[src/rtl/divider32.sv]
// divider32 -- multi-cycle 32-bit integer divider for RV32M DIV/DIVU/REM/REMU.
// Restoring algorithm. Each clock does one 33-bit trial subtraction. A
// single-cycle start pulse in IDLE launches an operation. Divide-by-zero and
// signed overflow skip the iteration and finish after one cycle.
//
// Handshake: start is honoured only in IDLE and only when flush is low.
// busy is high from the accepting edge until the operation finishes. done
// pulses for one cycle with result valid, and busy is already low in that
// cycle. result holds its value until the next done. flush aborts any
// operation in flight without producing done.
//
// Ports:
//   clk        in   rising-edge clock
//   rst_n      in   asynchronous active-low reset
//   start      in   operation request (sampled in IDLE)
//   op         in   funct3[1:0]: 00 DIV, 01 DIVU, 10 REM, 11 REMU
//   dividend   in   rs1 value, captured with start
//   divisor    in   rs2 value, captured with start
//   flush      in   pipeline kill, beats start
//   busy       out  operation accepted and not yet done
//   done       out  one-cycle result-valid pulse
//   result     out  quotient or remainder, held between dones
//   state_dbg  out  current FSM state (0 IDLE, 1 CALC, 2 FINISH)
module divider32 (
    input  logic        clk,
    input  logic        rst_n,
    input  logic        start,
    input  logic [1:0]  op,
    input  logic [31:0] dividend,
    input  logic [31:0] divisor,
    input  logic        flush,
    output logic        busy,
    output logic        done,
    output logic [31:0] result,
    output logic [1:0]  state_dbg
);

    typedef enum logic [1:0] {
        S_IDLE   = 2'd0,
        S_CALC   = 2'd1,
        S_FINISH = 2'd2
    } state_t;

    state_t      state_q;
    logic        rem_sel_q;   // op[1]: 1 selects the remainder
    logic        sa_q;        // dividend sign
    logic        sb_q;        // divisor sign
    logic [31:0] dmag_q;      // divisor magnitude
    logic [31:0] rem_q;       // partial remainder
    logic [31:0] q_q;         // dividend bits shifting out, quotient bits shifting in
    logic [4:0]  count_q;
    logic        busy_q;
    logic        done_q;
    logic [31:0] result_q;

    // Operand decode for the accepting cycle. Unsigned ops force the signs to 0.
    logic        is_signed;
    logic        a_neg;
    logic        b_neg;
    logic [31:0] a_mag;
    logic [31:0] b_mag;
    logic        div_zero;
    logic        sgn_ovf;

    assign is_signed = ~op[0];
    assign a_neg     = is_signed & dividend[31];
    assign b_neg     = is_signed & divisor[31];
    // 0x80000000 negates to itself, which is its correct unsigned magnitude.
    assign a_mag     = a_neg ? (~dividend + 32'd1) : dividend;
    assign b_mag     = b_neg ? (~divisor + 32'd1) : divisor;
    assign div_zero  = (divisor == 32'd0);
    assign sgn_ovf   = is_signed && (dividend == 32'h8000_0000) && (divisor == 32'hFFFF_FFFF);

    // One restoring step. A non-negative trial means the divisor fits.
    logic [32:0] trial;
    assign trial = {rem_q, q_q[31]} - {1'b0, dmag_q};

    // Sign fix-up and selection used in FINISH.
    logic [31:0] quo_fin;
    logic [31:0] rem_fin;
    logic [31:0] result_d;
    assign quo_fin  = (sa_q ^ sb_q) ? (~q_q + 32'd1) : q_q;
    assign rem_fin  = sa_q ? (~rem_q + 32'd1) : rem_q;
    assign result_d = rem_sel_q ? rem_fin : quo_fin;

    always_ff @(posedge clk or negedge rst_n) begin
        if (!rst_n) begin
            state_q   <= S_IDLE;
            rem_sel_q <= 1'b0;
            sa_q      <= 1'b0;
            sb_q      <= 1'b0;
            dmag_q    <= 32'd0;
            rem_q     <= 32'd0;
            q_q       <= 32'd0;
            count_q   <= 5'd0;
            busy_q    <= 1'b0;
            done_q    <= 1'b0;
            result_q  <= 32'd0;
        end else begin
            done_q <= 1'b0;
            if (flush) begin
                state_q <= S_IDLE;
                busy_q  <= 1'b0;
            end else begin
                case (state_q)
                    S_IDLE: begin
                        if (start) begin
                            rem_sel_q <= op[1];
                            dmag_q    <= b_mag;
                            count_q   <= 5'd0;
                            busy_q    <= 1'b1;
                            if (div_zero) begin
                                // Preset results are already final, so the
                                // signs are cleared to keep FINISH from negating.
                                sa_q    <= 1'b0;
                                sb_q    <= 1'b0;
                                q_q     <= 32'hFFFF_FFFF;
                                rem_q   <= dividend;
                                state_q <= S_FINISH;
                            end else if (sgn_ovf) begin
                                sa_q    <= 1'b0;
                                sb_q    <= 1'b0;
                                q_q     <= 32'h8000_0000;
                                rem_q   <= 32'd0;
                                state_q <= S_FINISH;
                            end else begin
                                sa_q    <= a_neg;
                                sb_q    <= b_neg;
                                q_q     <= a_mag;
                                rem_q   <= 32'd0;
                                state_q <= S_CALC;
                            end
                        end
                    end
                    S_CALC: begin
                        if (!trial[32]) begin
                            rem_q <= trial[31:0];
                        end else begin
                            rem_q <= {rem_q[30:0], q_q[31]};
                        end
                        q_q     <= {q_q[30:0], ~trial[32]};
                        count_q <= count_q + 5'd1;
                        if (count_q == 5'd31) begin
                            state_q <= S_FINISH;
                        end
                    end
                    S_FINISH: begin
                        result_q <= result_d;
                        done_q   <= 1'b1;
                        busy_q   <= 1'b0;
                        state_q  <= S_IDLE;
                    end
                    default: begin
                        state_q <= S_IDLE;
                        busy_q  <= 1'b0;
                    end
                endcase
            end
        end
    end

    assign busy      = busy_q;
    assign done      = done_q;
    assign result    = result_q;
    assign state_dbg = state_q;

endmodule

[config.mk]
export PLATFORM = sky130hd
export DESIGN_NAME = divider32
export DESIGN_NICKNAME = d
export VERILOG_FILES = /design/src/rtl/divider32.sv
export SDC_FILE = /design/constraint.sdc
export NUM_CORES = 1
export LEC_CHECK = 0
export ABC_CLOCK_PERIOD_IN_PS = 9500
export BUFFER_PORTS_ARGS = -buffer_cell sky130_fd_sc_hd__buf_2
export CORE_ASPECT_RATIO = 0.5
export CORE_UTILIZATION = 60
export DETAILED_ROUTE_END_ITERATION = 10
export PLACE_DENSITY_LB_ADDON = 0.05
export SLEW_MARGIN = 25
export SYNTH_ARGS = -nofsm -noshare
export SYNTH_HDL_FRONTEND = slang
export SYNTH_SLANG_ARGS = --single-unit
[constraint.sdc]
create_clock -name clk -period 9.5 [get_ports clk]
set_input_delay 1.9 -clock clk [delete_from_list [all_inputs] [get_ports clk]]
set_output_delay 1.9 -clock clk [all_outputs]
set_load 0.05 [all_outputs]
=== After elaboration in Yosys (flattened, before gate mapping) ===
Index checks and enable logic that the tools add are counted.

* Register bits after elaboration: 140
* Latch bits: 0
* Memory bits (writable): 0
* Bits in read-only memories: 0
* Input bits: 70
* Output and inout port bits: 36
* Logic and storage cells: 76
* Memories kept: 0

* Add/subtract/negate cells: 6
* Multiply operators: 0
* Divide/modulo/power cells: 0
* Order comparisons: 0
* Equality and inequality tests: 9
* Shifts and indexed selects: 0
* Multiplexer cells: 30
* Bitwise gates (word level): 10
* Reductions and logical operators: 10

{| class="wikitable"
|+ Operator list
! kind !! number
|-
| 2-to-1 mux 32 bit || 11
|-
| adder 32 x 1 -> 32 bit, second input constant || 4
|-
| inverter 32 bit || 4
|-
| one-hot mux 32 bit (2 select lines) || 2
|-
| == test 32 bit, second input constant || 2
|-
| subtractor 33 x 32 -> 33 bit || 1
|-
| zero test 32 bit || 1
|-
| 2-to-1 mux 2 bit || 5
|-
| one-hot mux 5 bit (2 select lines) || 1
|-
| 2-to-1 mux 1 bit || 8
|-
| != test 3 bit, second input constant || 2
|-
| AND reduction 2 bit || 3
|-
| AND reduction 3 bit || 2
|-
| adder 5 x 1 -> 5 bit, second input constant || 1
|-
| == test 5 bit, second input constant || 1
|-
| 2-to-1 mux 5 bit || 1
|-
| != test 2 bit, second input constant || 2
|-
| one-hot mux 2 bit (2 select lines) || 1
|-
| inverter 1 bit || 3
|-
| AND 1 bit || 2
|-
| == test 2 x 1 -> 1 bit, second input constant || 1
|-
| == test 2 bit, second input constant || 1
|-
| logical AND 1 bit || 2
|-
| zero test 2 bit || 1
|-
| 3 further kinds || 3
|}

=== Logic depth before layout (Yosys ltp) ===
* Depth after elaboration: 8
* Mapped depth: 12
* Gate-level depth less buffers: 11

=== Worst setup path before layout ===
Ideal clock, no wire load.

* Kind: input-to-reg
* From: in divisor[0]
* To: reg rem_q[10]
* Setup time: 0.083 ns
* Data arrival time: 4.027 ns
* Required time: 9.417 ns
* Path slack: 5.391 ns
* Cell stages on the path: 12
* Buffers on the path: 3
* Cells stage by stage: inv_1 ha_1 or3b_2 nor4_4 nand4_2 or3_1 buf_6 nor2_8 buf_6 buf_6 a22oi_1 o21ai_0

* Longest elaborated chain between the ends: 4

{| class="wikitable"
|+ Ends and longest elaborated chain
! item !! line !! source
|-
| from (decl) || 30 || <nowiki>input logic [31:0] divisor,</nowiki>
|-
| zero test 32 bit || 71 || <nowiki>assign div_zero = (divisor == 32'd0);</nowiki>
|-
| 2-to-1 mux 32 bit || 112 || <nowiki>if (div_zero) begin</nowiki>
|-
| 2-to-1 mux 32 bit || 107 || <nowiki>if (start) begin</nowiki>
|-
| one-hot mux 32 bit (2 select lines) || 105 || <nowiki>case (state_q)</nowiki>
|-
| to (signal assigned) || 118 || <nowiki>rem_q <= dividend;</nowiki>
|-
| to (signal assigned) || 137 || <nowiki>rem_q <= trial[31:0];</nowiki>
|-
| to (signal assigned) || 139 || <nowiki>rem_q <= {rem_q[30:0], q_q[31]};</nowiki>
|-
| to (decl) || 49 || <nowiki>logic [31:0] rem_q;</nowiki>
|}

Every way passes these cells. The select of a mux whose other input is x is not followed.
A chain may end at the register's enable or synchronous reset.

=== Final worst setup path ===
* From: in divisor[0]
* To: reg rem_q[31]

The elaborated chain is that of the path after synthesis.

==> results by group <==
STA
  • F_max: 0.213 GHz
  • Final number of setup-violating endpoints: 0
  • Final Hold Viols: 0
  • Slew Viols, Final: 0
  • Unrepaired setup endpoints after global routing: no
  • Final min period: 4.69 ns
  • Final Skew: 0.0102 ns
  • TNS Setup: 0 ns
  • Worst Max-Slew Pin Slew: 0.968 ns
  • Tcrit/Tclk final: 49.4%
  • Slew margin rel.: 35.3%

Detailed routing
  • 1st-pass router iterations: 5
  • Final WL: 32600 um
  • DR iter-0 viols: 1067
  • Drc violations: 0
  • Routed Antenna Nets: 0
  • Routed vias: 10.6k
  • DR vias/cell: 6.35
  • Average routed wire per standard cell: 19.6 um

Global route
  • Grt ovf: 0
  • Initial antenna violation count: 0
  • Largest net degree at the start of global routing: 75
  • GR Util All Layers: 34.9%
  • Vias in the first global route: 9815
  • Global-route wire length before repair: 52100 um

Status
  • Outcome: completed

Layout
  • Synth-to-Final Area Change: 11.7%
  • ANT cells: 0
  • Post-route core utilization: 69.7%
  • Fraction of layout cells with a size suffix above 1: 12.9%
  • Fin nets: 1527

Synthesis
  • Number of flops mapped to enable cells by yosys: 0
  • Ranking of synthesized cells by area: dfrtp_1, o21ai_0, xor2_1, nand2_1, xnor2_1
  • Synth area leader: dfrtp_1
  • Asr flop ratio synth: 100%
  • Cell variety after synth: 78
  • Top cells by count, synth: o21ai_0, nand2_1, dfrtp_1, nor2_1, xor2_1
  • Post-synth top area share: 31.7%
  • Seq/Total Area, Yosys: 31.7%
  • Top-count cell post-synth: o21ai_0
  • Cell Area, Synth: 0.0110 mm^2
  • Syn Area/Cell: 8.17 um^2
  • Syn Nets: 1462
  • Synth Warn #: 0
  • Top FF cell, synth: dfrtp_1
  • Syn Inst Count: 1352
  • Synthesized flop and latch total: 140

Clock network
  • Clock Root Buffer: clkbuf_16
  • Post_cts resized: 0
  • Total CTS buffers: 17
  • Hold Buf Count CTS: 0
  • Clk Latency, worst-skew pair: 0.43 ns
  • H-tree level count: 4
  • Clock sink count: 140
  • Setup bufs post-CTS: 0
  • Clk buf depth: 2
  • TritonCTS clock tree: yes
  • CTS clock-pin slew for the worst setup and hold paths: 0.07 ns

Die
  • Area of the die: 0.0190 mm^2
  • Die height: 98.0 um
  • Core area: 0.0177 mm^2
  • Initial Util: 62.4%
  • I/O pins: 106
  • Num rows: 34
  • Die Width: 194 um

Min path
  • Hold Path Class: register to register

Critical path
  • Startpoint class of the critical path: primary input
  • CP max FO: 42
  • Worst Path Required: 9.82 ns
  • Critical Path End Type: register
  • CP Class: primary input to register
  • Critical path arrival: 5.02 ns

Pwr
  • Static leakage: 0.00550 uW
  • Peak supply drop: 133 uV
  • Pwr Density: 308 mW/mm^2

Placed design
  • # port buffers: 105
  • DP Wirelength: 24700 um
  • GPL Wtd Cong: 0.920

Run
  • Max-cap viol count: 0
==> critical path: stages <==
cell	delay (ns)
buf_2	0.12
inv_1	0.09
ha_1	0.21
or3b_2	0.52
nor4_4	0.30
nand4_2	0.20
or3_1	0.69
nor2_8	0.58
a22o_1	0.22
a31oi_1	0.05
o21ai_0	0.12
==> per-layer routing <==
layer	GRT usage, %	routed length, um	share of wire, %
met5	0	0	0
met4	8.42	491	1.5
met3	6.80	3660	11
met2	50.9	13400	41
met1	52.9	15100	46
==> cells in the final DEF (no fill, tap or decap), types with 18 or more instances in the layout <==
cell / count
ha_1: 39
xnor2_1: 59
o21ai_0: 184
dfrtp_1: 139
nand3_1: 19
mux2i_1: 30
a21oi_1: 76
nand4_1: 18
or3_1: 20
nand2_1: 146
xor2_1: 85
nor2_1: 97
a22oi_1: 24
buf_2: 104
inv_1: 56
o31ai_1: 24
nor3_1: 30
==> logic make-up (layout without fill, tap and decap cells) <==
kind of cell / after synthesis / in the layout / synth area share, %
AOI/OAI and AO/OA: 443 / 443 / 25.1
and+or+nand+nor: 426 / 426 / 19.3
xor gates and xnor gates: 146 / 146 / 11.7
DFF: 140 / 140 / 31.7
buffers and inverters: 126 / 204 / 4.79
adders and majority gates: 40 / 40 / 4.60
muxes: 31 / 31 / 2.82
==> state kept, by name, summed over array words and instances (netlist names) <==
| register | cells |
|---|---|
| q_q | 32 |
| done | 1 |
| busy | 1 |
| rem_q | 32 |
| dmag_q | 32 |
| state_dbg | 2 |
| sb_q | 1 |
| count_q | 5 |
| rem_sel_q | 1 |
| result | 32 |
| sa_q | 1 |
==> worst paths after layout <==
check,slack (ns),endpoint,cells past startpoint,start
setup / recovery,4.81,rem_q[31],11,divisor[0]
hold / removal,0.47,result[23],2,result[23]
setup reg to reg,5.62,rem_q[12],12,q_q[31]
hold reg to reg,0.47,result[23],2,result[23]
max in group asynchronous,6.94,dmag_q[23],2,rst_n
min in group asynchronous,1.47,q_q[8],1,rst_n
==> power by group <==
part / internal (uW) / switching, uW / leakage [uW]
Clock: 467 / 265 / 0.000318
Combinational: 705 / 1280 / 0.00338
Sequential: 813 / 275 / 0.00179
==> through the flow <==
| stage | hold slack (ns) | total power [uW] | worst slack (ns) | cell area, um^2 | std cells |
|---|---|---|---|---|---|
| 6_report | 0.470 | 3800 | 4.81 | 12300 | 1664 |
| 3_5_place_dp | 0.464 | 3020 | 4.49 | 11700 | 1631 |
| 3_3_place_gp | 0.454 | 2950 | 4.55 | 11600 | 1631 |
| 4_1_cts | 0.477 | 3760 | 4.91 | 12300 | 1663 |
| 2_1_floorplan | 0.450 | 2500 | 5.39 | 11000 | 1352 |
| 5_1_grt | 0.488 | 4070 | 4.71 | 12300 | 1664 |
==> area by class of cell <==
type | count | area, um^2
clock buffers | 18 | 429
clock inverters | 14 | 218
fillers | 1447 | 5360
inverters | 56 | 210
multi-input cells | 1086 | 7050
flip-flops and latches | 140 | 3500
well taps | 234 | 293
repair buffers | 116 | 638
No activity file was read; power rests on OpenSTA's default activity.
